**src/rtl/thr_det_pkg.sv**
```systemverilog
// Shared types and helpers for the threshold/hysteresis detector.
package thr_det_pkg;

  localparam int unsigned SAMPLE_W = 16;

  typedef enum logic {
    ST_BELOW = 1'b0,
    ST_ABOVE = 1'b1
  } state_e;

  // Debounce counter width; sized to hold DEBOUNCE_LEN.
  function automatic int unsigned deb_cnt_w(input int unsigned len);
    return $clog2(len + 1);
  endfunction

endpackage

```
**src/rtl/thr_debounce.sv**
```systemverilog
// Debounce counter: counts consecutive valid qualifying samples and flags the
// sample that completes the run.
module thr_debounce
  import thr_det_pkg::*;
#(
  parameter int unsigned DEBOUNCE_LEN = 4
) (
  input  logic clk_i,
  input  logic rst_i,
  input  logic valid_i,
  input  logic qual_i,
  input  logic hold_i,
  output logic hit_o
);

  localparam int unsigned CntW = deb_cnt_w(DEBOUNCE_LEN);
  localparam logic [CntW-1:0] LastCnt = CntW'(DEBOUNCE_LEN - 1);

  logic [CntW-1:0] r_cnt;
  logic [CntW-1:0] w_cnt_d;

  // A config error masks every sample, so no hit can fire while held.
  assign hit_o = valid_i & qual_i & ~hold_i & (r_cnt == LastCnt);

  // Next count: hold/hit clear, valid qualifying increments, valid miss clears.
  always_comb begin
    w_cnt_d = r_cnt;
    if (hold_i || hit_o) begin
      w_cnt_d = '0;
    end else if (valid_i) begin
      w_cnt_d = qual_i ? r_cnt + 1'b1 : '0;
    end
  end

  // Counter register.
  always_ff @(posedge clk_i) begin
    if (rst_i) begin
      r_cnt <= '0;
    end else begin
      r_cnt <= w_cnt_d;
    end
  end

endmodule

```
**src/rtl/threshold_hysteresis_det.sv**
```systemverilog
// Threshold detector with hysteresis, debounce, rise/fall events and a
// saturating crossing counter. All outputs are registered.
module threshold_hysteresis_det
  import thr_det_pkg::*;
#(
  parameter int unsigned DEBOUNCE_LEN = 4,
  parameter int unsigned CNT_W        = 16
) (
  input  logic                clk_i,
  input  logic                rst_i,
  input  logic                sample_valid_i,
  input  logic [SAMPLE_W-1:0] sample_i,
  input  logic [SAMPLE_W-1:0] high_threshold_i,
  input  logic [SAMPLE_W-1:0] low_threshold_i,
  input  logic                cnt_clr_i,
  output logic                above_o,
  output logic                rise_o,
  output logic                fall_o,
  output logic [CNT_W-1:0]    cross_cnt_o,
  output logic                cfg_err_o
);

  logic       r_s1_valid;
  logic       r_ge_high;
  logic       r_le_low;
  logic       r_cfg_err;
  state_e     r_state;
  state_e     w_state_d;
  logic       r_rise;
  logic       r_fall;
  logic       w_rise_d;
  logic       w_fall_d;
  logic       w_qual;
  logic       w_hit;
  logic [CNT_W-1:0] r_cross;

  // Stage 1: register comparisons; thresholds are re-read every cycle.
  always_ff @(posedge clk_i) begin
    if (rst_i) begin
      r_s1_valid <= 1'b0;
      r_ge_high  <= 1'b0;
      r_le_low   <= 1'b0;
      r_cfg_err  <= 1'b0;
    end else begin
      r_s1_valid <= sample_valid_i;
      r_ge_high  <= (sample_i >= high_threshold_i);
      r_le_low   <= (sample_i <= low_threshold_i);
      r_cfg_err  <= (low_threshold_i > high_threshold_i);
    end
  end

  // Qualifying condition depends on which threshold leaves the current state.
  assign w_qual = (r_state == ST_BELOW) ? r_ge_high : r_le_low;

  thr_debounce #(
    .DEBOUNCE_LEN (DEBOUNCE_LEN)
  ) u_debounce (
    .clk_i   (clk_i),
    .rst_i   (rst_i),
    .valid_i (r_s1_valid),
    .qual_i  (w_qual),
    .hold_i  (r_cfg_err),
    .hit_o   (w_hit)
  );

  // Next state and event pulses.
  always_comb begin
    w_state_d = r_state;
    w_rise_d  = 1'b0;
    w_fall_d  = 1'b0;
    if (w_hit) begin
      unique case (r_state)
        ST_BELOW: begin
          w_state_d = ST_ABOVE;
          w_rise_d  = 1'b1;
        end
        ST_ABOVE: begin
          w_state_d = ST_BELOW;
          w_fall_d  = 1'b1;
        end
      endcase
    end
  end

  // State register and registered event pulses.
  always_ff @(posedge clk_i) begin
    if (rst_i) begin
      r_state <= ST_BELOW;
      r_rise  <= 1'b0;
      r_fall  <= 1'b0;
    end else begin
      r_state <= w_state_d;
      r_rise  <= w_rise_d;
      r_fall  <= w_fall_d;
    end
  end

  // Saturating crossing counter; clear has priority over increment.
  always_ff @(posedge clk_i) begin
    if (rst_i) begin
      r_cross <= '0;
    end else if (cnt_clr_i) begin
      r_cross <= '0;
    end else if (r_rise && (r_cross != '1)) begin
      r_cross <= r_cross + 1'b1;
    end
  end

  assign above_o     = (r_state == ST_ABOVE);
  assign rise_o      = r_rise;
  assign fall_o      = r_fall;
  assign cross_cnt_o = r_cross;
  assign cfg_err_o   = r_cfg_err;

endmodule

```
**config.mk**
```make
export PLATFORM = sky130hd
export DESIGN_NAME = threshold_hysteresis_det
export DESIGN_NICKNAME = d
export VERILOG_FILES = /design/src/rtl/thr_det_pkg.sv /design/src/rtl/thr_debounce.sv /design/src/rtl/threshold_hysteresis_det.sv
export SDC_FILE = /design/constraint.sdc
export NUM_CORES = 1
export LEC_CHECK = 0
export CAP_MARGIN = 20
export CELL_PAD_IN_SITES_DETAIL_PLACEMENT = 0
export CELL_PAD_IN_SITES_GLOBAL_PLACEMENT = 1
export CORE_MARGIN = 2
export CORE_UTILIZATION = 36
export CTS_CLUSTER_SIZE = 25
export DETAILED_ROUTE_END_ITERATION = 8
export HOLD_SLACK_MARGIN = 0.15
export PLACE_DENSITY = 0.86
export SYNTH_ARGS = -nofsm -noshare
export SYNTH_HDL_FRONTEND = slang
export SYNTH_SLANG_ARGS = --single-unit
```
**constraint.sdc**
```tcl
create_clock -name clk_i -period 2.7 [get_ports clk_i]
set_input_delay 0.81 -clock clk_i [delete_from_list [all_inputs] [get_ports clk_i]]
set_output_delay 0.81 -clock clk_i [all_outputs]
set_load 0.02 [all_outputs]
```
## Word-level counts from Yosys, hierarchy flattened

Cells that the tools add are included.

| word-level totals | value |
|---|---|
| bits in registers | 26 |
| input port bits | 52 |
| word-level logic and storage cells | 32 |

| cells by class | value |
|---|---|
| add/subtract/negate cells | 2 |
| order comparisons | 3 |
| eq/ne operators | 2 |
| mux-type cells | 5 |
| bitwise operators | 6 |
| reductions and logical operators | 5 |

Operator list:

| kind | number |
|---|---|
| $add A16 B1 Y16 const B | 1 |
| $ge A16 B16 Y1 | 1 |
| $gt A16 B16 Y1 | 1 |
| $le A16 B16 Y1 | 1 |
| $ne A16 B16 Y1 const B | 1 |
| $reduce_or A2 Y1 | 3 |
| $add A3 B1 Y3 const B | 1 |
| $and A1 B1 Y1 | 3 |
| $eq A3 B2 Y1 const B | 1 |
| $mux W1 | 3 |
| $mux W3 | 1 |
| $not A1 Y1 | 3 |
| $pmux W1 S2 | 1 |
| $logic_and A1 B1 Y1 | 1 |
| $logic_or A1 B1 Y1 | 1 |

## Depth between registers and ports, before layout

Gate-level depths: netlist of run 1.

| logic depth | value |
|---|---|
| word-level depth | 6 |
| mapped depth | 7 |
| gate-level depth less buffers | 7 |

## Modules after synthesis

Synthesis of run 1 repeated with hierarchy kept, for this count alone.

| second synthesis, totals | value |
|---|---|
| cells, all modules | 279 |
| area, all modules | 2298.5 µm² |

By module, submodules not included:

| module | times used | cells an instance | area an instance (µm²) | sequential area each (µm²) |
|---|---|---|---|---|
| threshold_hysteresis_det | 1 | 261 | 2137.0 | 460.4 |
| thr_debounce | 1 | 18 | 161.4 | 60.1 |

## Worst setup path after synthesis of run 1

Ideal clock, no wire load.

| timing path | value |
|---|---|
| kind | input -> register |
| start point | input sample_i[0] |
| end point | register r_ge_high |
| library setup time | 0.130 ns |
| arrival | 1.896 ns |
| data required time | 2.570 ns |
| setup slack | 0.673 ns |
| cell stages on the path | 7 |
| path buffers | 0 |
| cells stage by stage | inv_1 > ha_1 > nand2b_1 > a2111oi_0 > nor4_1 > a21oi_1 > o22ai_1 |

| between the ends | value |
|---|---|
| longest elaborated chain between the ends | 1 |

Ends and longest elaborated chain:

| what | line | source |
|---|---|---|
| start, declared | threshold_hysteresis_det.sv:12 | `input logic [SAMPLE_W-1:0] sample_i,` |
| $ge A16 B16 Y1 | threshold_hysteresis_det.sv:46 | `r_ge_high <= (sample_i >= high_threshold_i);` |
| end signal, assigned | threshold_hysteresis_det.sv:46 |  |
| end, declared | threshold_hysteresis_det.sv:24 | `logic r_ge_high;` |

Every way passes these cells.
A chain may end at the register's enable or synchronous reset.

## Worst setup path after layout of run 1

Same ends and word-level chain as after synthesis.

==> results of run 1 <==
final timing paths:
| check | start | to | slack (ns) |
|---|---|---|---|
| hold / removal | u_debounce.r_cnt[0]$_SDFFE_PP0P_ | u_debounce.r_cnt[0]$_SDFFE_PP0P_ | 0.49 |
| setup / recovery | sample_i[0] | r_ge_high$_SDFF_PP0_ | 0.31 |
| setup reg to reg | cross_cnt_o[0]$_SDFFE_PP0P_ | cross_cnt_o[7]$_SDFFE_PP0P_ | 0.89 |
| hold reg to reg | u_debounce.r_cnt[0]$_SDFFE_PP0P_ | u_debounce.r_cnt[0]$_SDFFE_PP0P_ | 0.49 |
final cells by class:
cell class              count  area [um^2]  area share (%)
multi-input cells         212         1564           50.10
clock buffers               3        41.29           1.323
clock inverters             1        30.03          0.9619
flip-flops and latches     26        520.5           16.67
repair buffers             74        733.2           23.49
inverters                  37        138.9           4.449
well taps                  75        93.84           3.006
synthesized netlist by cell type, drive strengths merged:
cell and instances:
nor3 8, a41o 1, nor2 25, o21ai 10
nand4 10, dfxtp 26, or2 1, nand2 20
a21o 4, or3 6, a211oi 2, o41ai 1
o22ai 1, nand2b 3, nand3 10, clkbuf 3
a41oi 1, xnor2 8, nor4 4, mux2i 3
nor2b 5, and4 4, a2111oi 2, inv 37
nor4b 1, xor2 1, buf 1, a221oi 2
a221o 1, a21oi 24, and2 2, a211o 1
ha 51
flip-flops by register name (all words and copies together), names as in the netlist:
name	count
above_o	1
cfg_err_o	1
cross_cnt_o	16
fall_o	1
r_ge_high	1
r_le_low	1
r_s1_valid	1
rise_o	1
u_debounce.r_cnt	3
metal layers:
layer  wire [um]  up-vias  global-route usage, %  share of wire, %
met2        2482       57                  27.93                49
met3         206        6                  2.087               4.1
met4          48        0                  2.832              0.95
met5           0        -                      0                 0
li1            -     1139                      -                 -
met1        2327      960                  17.18                46
kinds of logic (layout without fill, tap and decap cells):
| logic type | count (synthesis) | after routing |
|---|---|---|
| muxes | 3 | 3 |
| AOI/OAI and AO/OA | 50 | 50 |
| buffers and inverters | 41 | 115 |
| adders and majority gates | 51 | 51 |
| DFF | 26 | 26 |
| xor gates and xnor gates | 9 | 9 |
| and+or+nand+nor | 99 | 99 |
power breakdown:
group	switching, W	total (W)	internal, W
logic	0.000110	0.000252	0.000142
clock network	0.000124	0.000323	0.000198
registers	0.00000368	0.000392	0.000389
total	0.000238	0.000967	0.000728
stage by stage:
stage | TNS (ns) | util, % | hold slack (ns) | cell area (um^2) | worst slack, ns
floorplan | 0 | - | 0.4425 | 2241 | 0.6734
detailed placement | -0.06945 | 51.20 | 0.4656 | 3049 | -0.06945
CTS | 0 | 52.40 | 0.4824 | 3120 | 0.2065
global route | 0 | 52.42 | 0.5289 | 3122 | 0.08451
global placement | 0 | 51.20 | 0.4603 | 3049 | 0.03550
finish | 0 | 52.42 | 0.4895 | 3122 | 0.3055
worst max-delay path, delay by kind of cell:
| family | cells | cell delay, ns |
|---|---|---|
| and+or+nand+nor | 2 | 0.23 |
| adders and majority gates | 1 | 0.27 |
| AOI/OAI and AO/OA | 3 | 0.73 |
| buffers and inverters | 2 | 0.51 |
cell usage in the layout (no fill, tap or decap), drive strengths merged, types with 2 or more instances in the layout:
cell            n
nand3          10
nand2          20
clkbuf          3
nor4            4
nor2b           5
xnor2           8
inv            37
and4            4
a211oi          2
mux2i           3
a21o            4
or3             6
nand4          10
buf             3
ha             51
nor2           25
a2111oi         2
nand2b          3
o21ai          10
dfxtp          26
nor3            8
and2            2
a221oi          2
a21oi          24
clkdlybuf4s50  71
timing repair:
item | in CTS | in global routing
resized for setup | 0 | 1
hold buffers | 0 | 0
endpoints found under the setup margin | 0 | 1
==> results.ini, run 1 <==
[worst_setup_path]
cp_max_fo=2
crit_path_end_kind=flip-flop
worstPathArrival_ns=2.55
worstSetupStartpointType=input pin
cp.required_ns=2.86
crit_slowest_cell=clkdlybuf4s50_1
slowest_delay_ns=0.46
crit_chain=clkdlybuf4s50_1 -> inv_1 -> ha_1 -> nand2b_1 -> a2111oi_1 -> nor4_1 -> a21oi_1 -> o22ai_1
path_class=in -> reg
reg2reg_depth=7

[sta]
fin_crit_sh_pct=88.69
relSlewSlack_pct=74.27
min_period_ns=2.395
rsz0062_at_grt=no
worst_pin_slew_ns=0.3763
setup_viol=0
drv_slew=0
final_hold_viol_count=0
final.setup_skew_ns=0.003870
max_freq_ghz=0.4176

[clocking]
cts_sinks=26
postCtsSetupBuffers=0
cts_buffers=3
clock_tree.buffer_depth=2
insertion_delay_ns=0.27
cts.clk_slew.worst_paths_ns=0.09
cts_tree=built
htree_levels=1
root_buffer=clkbuf_8

[run]
maxCapViolCount=0

[global_routing]
grt_overflow_total=0
grtUsageTotal_pct=14.61
antenna_found_initial=0
grt_pass1_wl_mm=8.797
grt_max_degree=17
first_global_vias=2160

[finish]
finalNonFillerCells=428
n_antenna_cell=0
fill_cells=609
synthToLayoutAreaGrowth_pct=39.31
fin_nets=457
drive_above_1_share_pct=3.399

[pwr]
ir_drop_v=0.0002050
power.total_w=0.0009666
powerDensity_nw_per_um2=309.6
power_leakage_nw=1.353

[routing]
wire_per_inst_um=11.83
first_iter_violations=51
first_pass_iters=4
drc=0
post_drt_via_cell_ratio=5.051
wl_mm=5.065
num_vias=2162
postRouteAntennaNets=0

[die]
num_rows=28
die_w_um=82.90
pin_count=72
core-area_um2=5956
die_h_um=82.90
dieArea_um2=6872
start_util_pct=37.63

[synthesis]
synth_compound_area_share_pct=13.85
syn_area_per_cell_um2=8.032
synth_nets=382
netlist.area_leader.share_pct=28.48
postSynthCellCount=279
synth_seq_area_share_pct=23.23
muxShareOfSynthArea_pct=1.340
synthSimpleGateAreaFrac_pct=22.56
synth-seq-cells=26
yosysTopAreaCell=ha_1
synth_area_um2=2241
synth_top_family_by_area=adder cells
ys_warn_count=0
netlist_top_cells_area=ha_1 28%, dfxtp_1 23%, inv_1 6.2%, a21oi_1 5.4%, nor2_1 4.2%
synth_xor_area_share_pct=3.518
ys_types=36
synth_fa_ha_area_share_pct=28.48

[place]
placedCellCount=424
gp_congestion=0.8501
portBuffers=71
dp_hpwl_mm=4.399

[status]
outcome=finished, final reports clean

[min_path]
hp-class=reg -> reg
worstHoldPathCells=1

No activity file was read; power rests on OpenSTA's default activity.
==> run 2: changes to the inputs <==
Settings changed: CORE_UTILIZATION 36 to 37, CTS_BUF_LIST from default to sky130_fd_sc_hd__clkbuf_8, PLACE_DENSITY 0.86 to 0.88.
==> run 2 against run 1 <==
Via count decreased by 0.14%. Cell area hardly changed. Worst setup slack worse by 0.019 ns. Critical endpoint unchanged. Register-to-register slack hardly changed. Total power decreased by 0.14%.
==> results.ini, run 2 (synthesized netlist as in run 1, its figures left out) <==
[finish]
drive_above_1_share_pct=3.399  ; unchanged
post-route-util_pct=53.02  ; +0.60 points
n_antenna_cell=0  ; unchanged
layout_commonest_cell=clkdlybuf4s50_1
fin_nets=457  ; unchanged
fill_cells=567  ; -6.9%
largest_reg_flops=16  ; unchanged
finalNonFillerCells=428  ; unchanged
synthToLayoutAreaGrowth_pct=39.25  ; about the same
final_cell_mix=71 x clkdlybuf4s50_1, 51 x ha_1, 37 x inv_1

[global_routing]
antenna_found_initial=0  ; unchanged
grt_overflow_total=0  ; unchanged
first_global_vias=2052  ; -5.0%
grt_pass1_wl_mm=8.631  ; -1.9%
grtUsageTotal_pct=16.03  ; +1.4 points
grt_max_degree=17  ; unchanged

[worst_setup_path]
crit_path_end_kind=flip-flop
worstSetupStartpointType=input pin
cp.required_ns=2.85  ; about the same
cp_max_fo=2  ; unchanged
path_class=in -> reg
worstPathArrival_ns=2.57  ; +0.02 ns

[clocking]
postCtsHoldBufs=0  ; unchanged
clock_tree.buffer_depth=2  ; unchanged
cts.clk_slew.worst_paths_ns=0.09  ; about the same
cts_buffers=3  ; unchanged
cts_sinks=26  ; unchanged
htree_levels=1  ; unchanged
postCtsSetupBuffers=0  ; unchanged
cts_tree=built
insertion_delay_ns=0.27  ; about the same
cts_resized=0  ; unchanged
root_buffer=clkbuf_8

[run]
maxCapViolCount=0  ; unchanged

[sta]
final.setup_skew_ns=0.007516  ; +0.003646 ns
worst_pin_slew_ns=0.4033  ; +0.02702 ns
tns_ns=0  ; unchanged
fin_crit_sh_pct=89.38  ; +0.69 points
max_freq_ghz=0.4144  ; -0.77%
whs_ns=0.4862  ; -0.003240 ns
relSlewSlack_pct=72.42  ; -1.8 points
min_period_ns=2.413  ; +0.01864 ns
drv_slew=0  ; unchanged
rsz0062_at_grt=no
final_hold_viol_count=0  ; unchanged
setup_viol=0  ; unchanged

[die]
die_w_um=81.83  ; -1.3%
die_h_um=81.83  ; -1.3%
dieArea_um2=6695  ; -2.6%
num_rows=28  ; unchanged
core-area_um2=5886  ; -1.2%
start_util_pct=38.07  ; +0.45 points
pin_count=72  ; unchanged

[routing]
num_vias=2159  ; -0.14%
wire_per_inst_um=11.76  ; -0.63%
wl_mm=5.033  ; -0.63%
post_drt_via_cell_ratio=5.044  ; -0.14%
postRouteAntennaNets=0  ; unchanged
drc=0  ; unchanged
first_iter_violations=51  ; unchanged
first_pass_iters=4  ; unchanged

[pwr]
power.total_w=0.0009652  ; -0.14%
ir_drop_v=0.0001781  ; -13%
powerDensity_nw_per_um2=309.3  ; -0.10%
power_leakage_nw=1.353  ; about the same

[place]
dp_hpwl_mm=4.356  ; -0.98%
portBuffers=71  ; unchanged
gp_congestion=0.8184  ; -3.7%
placedCellCount=424  ; unchanged

[min_path]
hp-class=reg -> reg

[status]
outcome=finished, final reports clean

run 2: changes by cell type in the layout (fill, tap and decap cells not counted):
cell / before / now
a2111oi_1: 1 / 0
a2111oi_0: 1 / 2
run 2: path summary, 6_finish.rpt:
check / startpoint / end / slack, ns / cells after the start
setup reg to reg: cross_cnt_o[0]$_SDFFE_PP0P_ / cross_cnt_o[7]$_SDFFE_PP0P_ / 0.90 / 7
hold reg to reg: u_debounce.r_cnt[0]$_SDFFE_PP0P_ / u_debounce.r_cnt[0]$_SDFFE_PP0P_ / 0.49 / 1
setup / recovery: high_threshold_i[9] / r_ge_high$_SDFF_PP0_ / 0.29 / 9
hold / removal: u_debounce.r_cnt[0]$_SDFFE_PP0P_ / u_debounce.r_cnt[0]$_SDFFE_PP0P_ / 0.49 / 1
run 2: area by class of cell:
cell class	instances	area (um^2)	area share [%]
Multi-Input combinational cell	212	1563	50.08
Clock buffer	3	41.29	1.323
Sequential cell	26	520.5	16.68
Timing Repair Buffer	74	733.2	23.50
Clock inverter	1	30.03	0.9623
Inverter	37	138.9	4.451
Tap cell	75	93.84	3.007
run 2: metal layers:
layer,wire length (um),share of wire [%],track usage (%),up-vias
li1,-,-,-,1141
met1,2303,46,19.53,951
met2,2407,48,29.67,63
met3,267,5.3,1.538,4
met4,54,1.1,4.500,0
met5,0,0,0,-
run 2: worst max-delay path, stage by stage:
cell             delay, ns
clkdlybuf4s50_1       0.45
inv_1                 0.06
ha_1                  0.31
a21o_1                0.19
nand3_1               0.07
a21oi_1               0.06
a2111oi_0             0.39
buf_4                 0.18
o22ai_1               0.06
run 2: report_power, final:
| group | switching, W | leakage (nW) | internal, W | total (W) |
|---|---|---|---|---|
| Clock | 0.000123 | 0.0357 | 0.000198 | 0.000321 |
| Combinational | 0.000111 | 1.11 | 0.000141 | 0.000252 |
| Sequential | 0.00000363 | 0.210 | 0.000389 | 0.000392 |
run 2: metrics by stage:
stage	setup WS (ns)	area, um^2
2_1_floorplan	0.6734	2241
3_3_place_gp	0.04162	3049
3_5_place_dp	-0.002701	3049
4_1_cts	0.2808	3120
5_1_grt	0.1200	3120
6_report	0.2868	3120
==> RTL change 1 (flow settings as in run 2) <==
Remove the register `r_fall`: a continuous assignment takes its place, so the output `fall_o` follows one clock earlier.
--- a/src/rtl/threshold_hysteresis_det.sv
+++ b/src/rtl/threshold_hysteresis_det.sv
@@ -87,13 +87,13 @@
     if (rst_i) begin
       r_state <= ST_BELOW;
       r_rise  <= 1'b0;
-      r_fall  <= 1'b0;
     end else begin
       r_state <= w_state_d;
       r_rise  <= w_rise_d;
-      r_fall  <= w_fall_d;
     end
   end
+
+  assign r_fall = w_fall_d;
 
   // Saturating crossing counter; clear has priority over increment.
   always_ff @(posedge clk_i) begin
Formal check against the unedited RTL: not equivalent (Yosys sat finds a counterexample within 10 cycles, from zero or initial values and one cycle with rst_i high).
==> RTL change 1 against run 2 <==
  * Critical path depth shrank 2
  * Sequential cell count shrank 1
  * Highest routed layer unchanged
  * Non-clock buffer count shrank 1
  * Power shrank 12%
  * First-iteration DRC count grew 110%
  * Routed wire length grew 13%
  * Design area grew 1.6%
  * Synthesized cell count shrank 0.36%
  * Setup slack lost 55 ps
  * Largest power group unchanged
  * Synthesized area grew 4.1%
  * Largest cell class unchanged
  * Worst hold slack gained 11 ps
==> RTL change 1: results (changes against run 2) <==
Run status:
- The flow ran to the end, and the final reports show no timing, DRC or antenna violations.

Global route:
- The overall routing resource usage is 17.1% (+1.1 points).
- The number of antenna violations at the first check in global routing was 0 (unchanged).
- The first-pass GRT wire length is 10100 um (+17%).

Hold path:
- The endpoint of the worst hold path is rise_o$_SDFF_PP0_.
- The source of the worst hold timing path is above_o$_SDFFE_PP0P_.
- The worst hold path depth was 1 (unchanged).

Yosys:
- The gate count of the mapped netlist is 278 (-0.36%).
- The net count after synthesis is 381 (-0.26%).
- The sequential fraction of the synthesis area is 21.5% (-1.8 points).
- Counting instances in the post-synthesis netlist gives the leading cell types as sky130_fd_sc_hd__ha_1 (51), sky130_fd_sc_hd__inv_1 (35), sky130_fd_sc_hd__a21oi_1 (27).
- In the post-synthesis netlist, the biggest area contributors are sky130_fd_sc_hd__ha_1 (27%), sky130_fd_sc_hd__dfxtp_1 (21%), sky130_fd_sc_hd__a21oi_1 (5.8%).
- The number of distinct library cell variants in the gate-level netlist after synthesis is 51 (+42%).

Worst setup path:
- The reg2reg setup slack came to 860 ps (-40 ps).
- Tracing the worst setup path back leads to its startpoint at high_threshold_i[14].
- The cell count of the worst reg-to-reg path is 4 (-3).
- The kind of cell with the highest combined delay along the critical path is simple AND/OR/NAND/NOR gates.
- The highest cell delay on the worst timing path is 450 ps (about the same).
- The terminus of the critical flop-to-flop path is cross_cnt_o[2]$_SDFFE_PP0P_.
- The endpoint arrival time on the critical path came to 2690 ps (+120 ps).
- The maximum fanout along the worst path is 3 (+1).

Power:
- The switching share of power is 27.6% (+2.9 points).
- The peak supply drop came to 0.000167 V (-6.1%).
- The static power due to leakage is 1.36 nW (+0.67%).

Routing:
- The routed wire length per instance is 13.3 um (+13%).
- The via density per instance is 5.32 (+5.6%).
- The DRC violation total after the first TritonRoute iteration was 105 (+110%).

Placement:
- The cell count after placement is 421 (-0.71%).
- The post-placement worst setup slack is -33.7 ps (-31.0 ps).
- The HPWL after detailed placement came to 4900 um (+12%).
- The final weighted congestion in routability-driven placement is 0.828 (+1.2%).
- The port buffer count is 71 (unchanged).

STA:
- The worst clock skew on the final layout was 2.41 ps (-5.11 ps).
- The headroom to the max-slew limit is 71.1% (-1.3 points).

CTS:
- The post-CTS setup buffer count is 0 (unchanged).

Cells and area:
- The layout cell share with drive strength beyond 1 is 3.71% (+0.31 points).
- The total number of nets in the final design is 454 (-0.66%).
## RTL change 1: cell count changes after synthesis, moves of 3 or more
cell / before / now
sky130_fd_sc_hd__o211ai_1: 0 / 4
sky130_fd_sc_hd__o41ai_1: 0 / 3
sky130_fd_sc_hd__or4_1: 0 / 3
sky130_fd_sc_hd__xnor2_1: 8 / 3
sky130_fd_sc_hd__nor3_1: 8 / 5
sky130_fd_sc_hd__or3_1: 6 / 3
sky130_fd_sc_hd__a21oi_1: 24 / 27
sky130_fd_sc_hd__nor2_1: 25 / 12
sky130_fd_sc_hd__a21boi_0: 0 / 3
sky130_fd_sc_hd__o31ai_1: 0 / 3
sky130_fd_sc_hd__nand2b_1: 3 / 0
## RTL change 1: per-stage QoR
stage	utilization (%)	hold slack [ps]
2_1_floorplan	-	567
4_1_cts	52.9	500
5_1_grt	52.9	534
3_3_place_gp	52.1	490
6_report	52.9	497
3_5_place_dp	52.1	491
## RTL change 1: final cells by class
cell class              instances  area (um^2)
clock buffers                   3         41.3
multi-input cells             213         1670
well taps                      75         93.8
inverters                      35          131
clock inverters                 1         3.75
fillers                       581         2820
flip-flops and latches         25          500
repair buffers                 73          728
## RTL change 1: how the worst max path moves through the flow
stage               slack, ps  depth (start not counted)              endpoint
floorplan                 630                          6  cfg_err_o$_SDFF_PP0_
global placement          -30                          7   r_le_low$_SDFF_PP0_
detailed placement        -30                          7  cfg_err_o$_SDFF_PP0_
CTS                         2                          5                fall_o
global route               30                          7   r_le_low$_SDFF_PP0_
finish                    230                          7  cfg_err_o$_SDFF_PP0_
## RTL change 1: cell families after synthesis
family / Yosys count / share of synthesized area (%)
and+or+nand+nor: 86 / 21.0
AOI/OAI and AO/OA: 71 / 21.2
adders and majority gates: 51 / 27.4
buffers and inverters: 40 / 6.92
DFF: 25 / 21.5
xor gates and xnor gates: 3 / 1.13
muxes: 2 / 0.912
## RTL change 1: per-layer routing
layer	vias to the layer above	track usage [%]	routed length (um)
li1	1186	-	-
met1	1025	23.4	2770
met2	46	28.1	2630
met3	6	2.19	205
met4	0	4.92	61
met5	-	0	0
## RTL change 1: power by group through the flow
stage / Sequential (mW) / Combinational, mW / Clock (mW)
final: 0.377 / 0.255 / 0.219
after global routing: 0.378 / 0.290 / 0.247
after CTS: 0.377 / 0.257 / 0.230
after detailed placement: 0.386 / 0.255 / 0
after global placement: 0.386 / 0.250 / 0
after floorplan: 0.386 / 0.128 / 0
==> RTL change 2 (settings of run 2) <==
Without the edit above. `DEBOUNCE_LEN` is set to 4 in 2 places; all go to 8.
--- a/src/rtl/thr_debounce.sv
+++ b/src/rtl/thr_debounce.sv
@@ -3,7 +3,7 @@
 module thr_debounce
   import thr_det_pkg::*;
 #(
-  parameter int unsigned DEBOUNCE_LEN = 4
+  parameter int unsigned DEBOUNCE_LEN = 8
 ) (
   input  logic clk_i,
   input  logic rst_i,
--- a/src/rtl/threshold_hysteresis_det.sv
+++ b/src/rtl/threshold_hysteresis_det.sv
@@ -3,7 +3,7 @@
 module threshold_hysteresis_det
   import thr_det_pkg::*;
 #(
-  parameter int unsigned DEBOUNCE_LEN = 4,
+  parameter int unsigned DEBOUNCE_LEN = 8,
   parameter int unsigned CNT_W        = 16
 ) (
   input  logic                clk_i,
Formal check against the unedited RTL: not equivalent (Yosys sat finds a counterexample within 10 cycles, from zero or initial values and one cycle with rst_i high).
==> RTL change 2 against run 2 <==
  * Sequential cell count increased by 1
  * Setup slack better by 80 ps
  * Power fell by 6.7%
  * Synthesized cell count rose by 1.1%
  * Design area increased by 2.7%
  * Clock power shrank 27%
  * Die area increased by 5.4%
  * Synthesized area is 5.7% higher
  * Core utilization decreased by 2.0 points
  * Routed wire length is 15% higher
  * Register-to-register slack improved by 40 ps
  * Fmax is 3.4% higher
  * Critical endpoint is now r_le_low$_SDFF_PP0_
==> RTL change 2: results (changes against run 2) <==
Global route:
- The via count of the first global-routing pass is 2161 (+5.3%).
- The pin count of the biggest net entering global routing is 16 (-1).
- The first-pass GRT wire length is 9560 um (+11%).
- The overall routing resource usage came to 16.2% (+0.22 points).

Routing:
- The DRC violation total after the first TritonRoute iteration is 70 (+37%).
- The final wirelength came to 5780 um (+15%).
- The count of vias placed by the detailed router is 2292 (+6.2%).

Placement:
- The final weighted congestion in routability-driven placement was 0.817 (-0.18%).
- The HPWL after detailed placement is 4980 um (+14%).

STA:
- The worst hold-check slack was 472 ps (-13.7 ps).
- The headroom to the max-slew limit is 72.0% (-0.39 points).
- The worst clock skew on the final layout is 0.960 ps (-6.56 ps).

Hold path:
- The worst hold path depth is 2 (+1).
- In this run the most critical hold path is launched from u_debounce.r_cnt[3]$_SDFFE_PP0P_.
- For hold timing, the worst endpoint is u_debounce.r_cnt[3]$_SDFFE_PP0P_.

Worst setup path:
- The launching element of the worst setup path is low_threshold_i[5].
- The endpoint arrival time on the critical path is 2530 ps (-40 ps).
- The reg2reg setup slack is 940 ps (+40 ps).
- The terminus of the critical flop-to-flop path is cross_cnt_o[14]$_SDFFE_PP0P_.
- The cell count of the worst reg-to-reg path is 5 (-2).

CTS:
- The post-CTS setup buffer count is 0 (unchanged).
- The number of levels in the clock H-tree is 1 (unchanged).

Yosys:
- The commonest cells after synthesis are sky130_fd_sc_hd__ha_1 (50), sky130_fd_sc_hd__a21oi_1 (32), sky130_fd_sc_hd__inv_1 (32).
- The commonest register cell after synthesis is sky130_fd_sc_hd__dfxtp_1.
- The number of distinct library cell variants in the gate-level netlist after synthesis came to 51 (+42%).
- The net count after synthesis was 384 (+0.52%).

Run status:
- The run finished with clean final reports.

Cells and area:
- The layout cell share with drive strength beyond 1 is 4.24% (+0.84 points).

Power:
- The switching share of power is 28.0% (+3.3 points).
- The peak supply drop is 0.000184 V (+3.6%).
- The static power due to leakage is 1.37 nW (+1.4%).

Floorplan:
- The full die area is 7060 um^2 (+5.4%).
## RTL change 2: final cells by class
cell class              instances  area (um^2)
clock buffers                   3         41.3
clock inverters                 1         5.00
multi-input cells             219         1680
fillers                       602         3070
flip-flops and latches         27          541
well taps                      77         96.3
repair buffers                 72          718
inverters                      32          120
## RTL change 2: routing by layer
| metal | share of wire (%) | wire, um | up-vias | track usage [%] |
|---|---|---|---|---|
| met5 | 0 | 0 | - | 0 |
| li1 | - | - | 1198 | - |
| met3 | 3.5 | 200 | 4 | 1.98 |
| met2 | 51 | 2960 | 44 | 30.3 |
| met1 | 45 | 2590 | 1046 | 20.0 |
| met4 | 0.43 | 25 | 0 | 3.08 |
## RTL change 2: worst max-delay path by stage
stage                           end  slack [ps]  depth (start not counted)
6_report        r_le_low$_SDFF_PP0_         370                          7
5_1_grt         r_le_low$_SDFF_PP0_         220                          7
4_1_cts         r_le_low$_SDFF_PP0_         370                          7
3_5_place_dp    r_le_low$_SDFF_PP0_          70                          7
3_3_place_gp    r_le_low$_SDFF_PP0_          50                          7
2_1_floorplan  cfg_err_o$_SDFF_PP0_         630                          6
## RTL change 2: per-stage QoR
| stage | total power [mW] | cell area [um^2] | setup slack [ps] | utilization (%) | instances |
|---|---|---|---|---|---|
| after detailed placement | 0.678 | 3160 | 70.6 | 50.3 | 427 |
| final | 0.901 | 3210 | 367 | 51.1 | 431 |
| after global placement | 0.672 | 3160 | 53.2 | 50.3 | 427 |
| after global routing | 0.963 | 3210 | 219 | 51.1 | 431 |
| after floorplan | 0.548 | 2370 | 632 | - | 282 |
| after CTS | 0.912 | 3210 | 372 | 51.1 | 431 |
## RTL change 2: logic make-up (layout without fill, tap and decap cells)
logic type               after synthesis  in the layout  share of synthesized area, %
AO/OA/AOI/OAI                         73             73                          19.7
buffers and inverters                 36            108                          6.08
adder cells (fa/ha/maj)               50             50                          26.4
multiplexers                           6              6                          2.59
flip-flops                            27             27                          22.8
XOR/XNOR                               1              1                         0.370
AND/OR/NAND/NOR                       89             89                          22.1
## RTL change 2: worst max-delay path, cell delays in order
cell and delay (ps):
sky130_fd_sc_hd__clkdlybuf4s50_1 500, sky130_fd_sc_hd__inv_1 60, sky130_fd_sc_hd__ha_1 290, sky130_fd_sc_hd__a21oi_1 150, sky130_fd_sc_hd__o21ai_0 100, sky130_fd_sc_hd__a2111o_1 410, sky130_fd_sc_hd__o31ai_1 210
## RTL change 2: power by group through the flow
| stage | logic (mW) | clock network (mW) | registers, mW |
|---|---|---|---|
| 6_report | 0.259 | 0.234 | 0.408 |
| 5_1_grt | 0.294 | 0.260 | 0.410 |
| 4_1_cts | 0.261 | 0.242 | 0.408 |
| 3_5_place_dp | 0.260 | 0 | 0.418 |
| 3_3_place_gp | 0.255 | 0 | 0.417 |
| 2_1_floorplan | 0.131 | 0 | 0.417 |
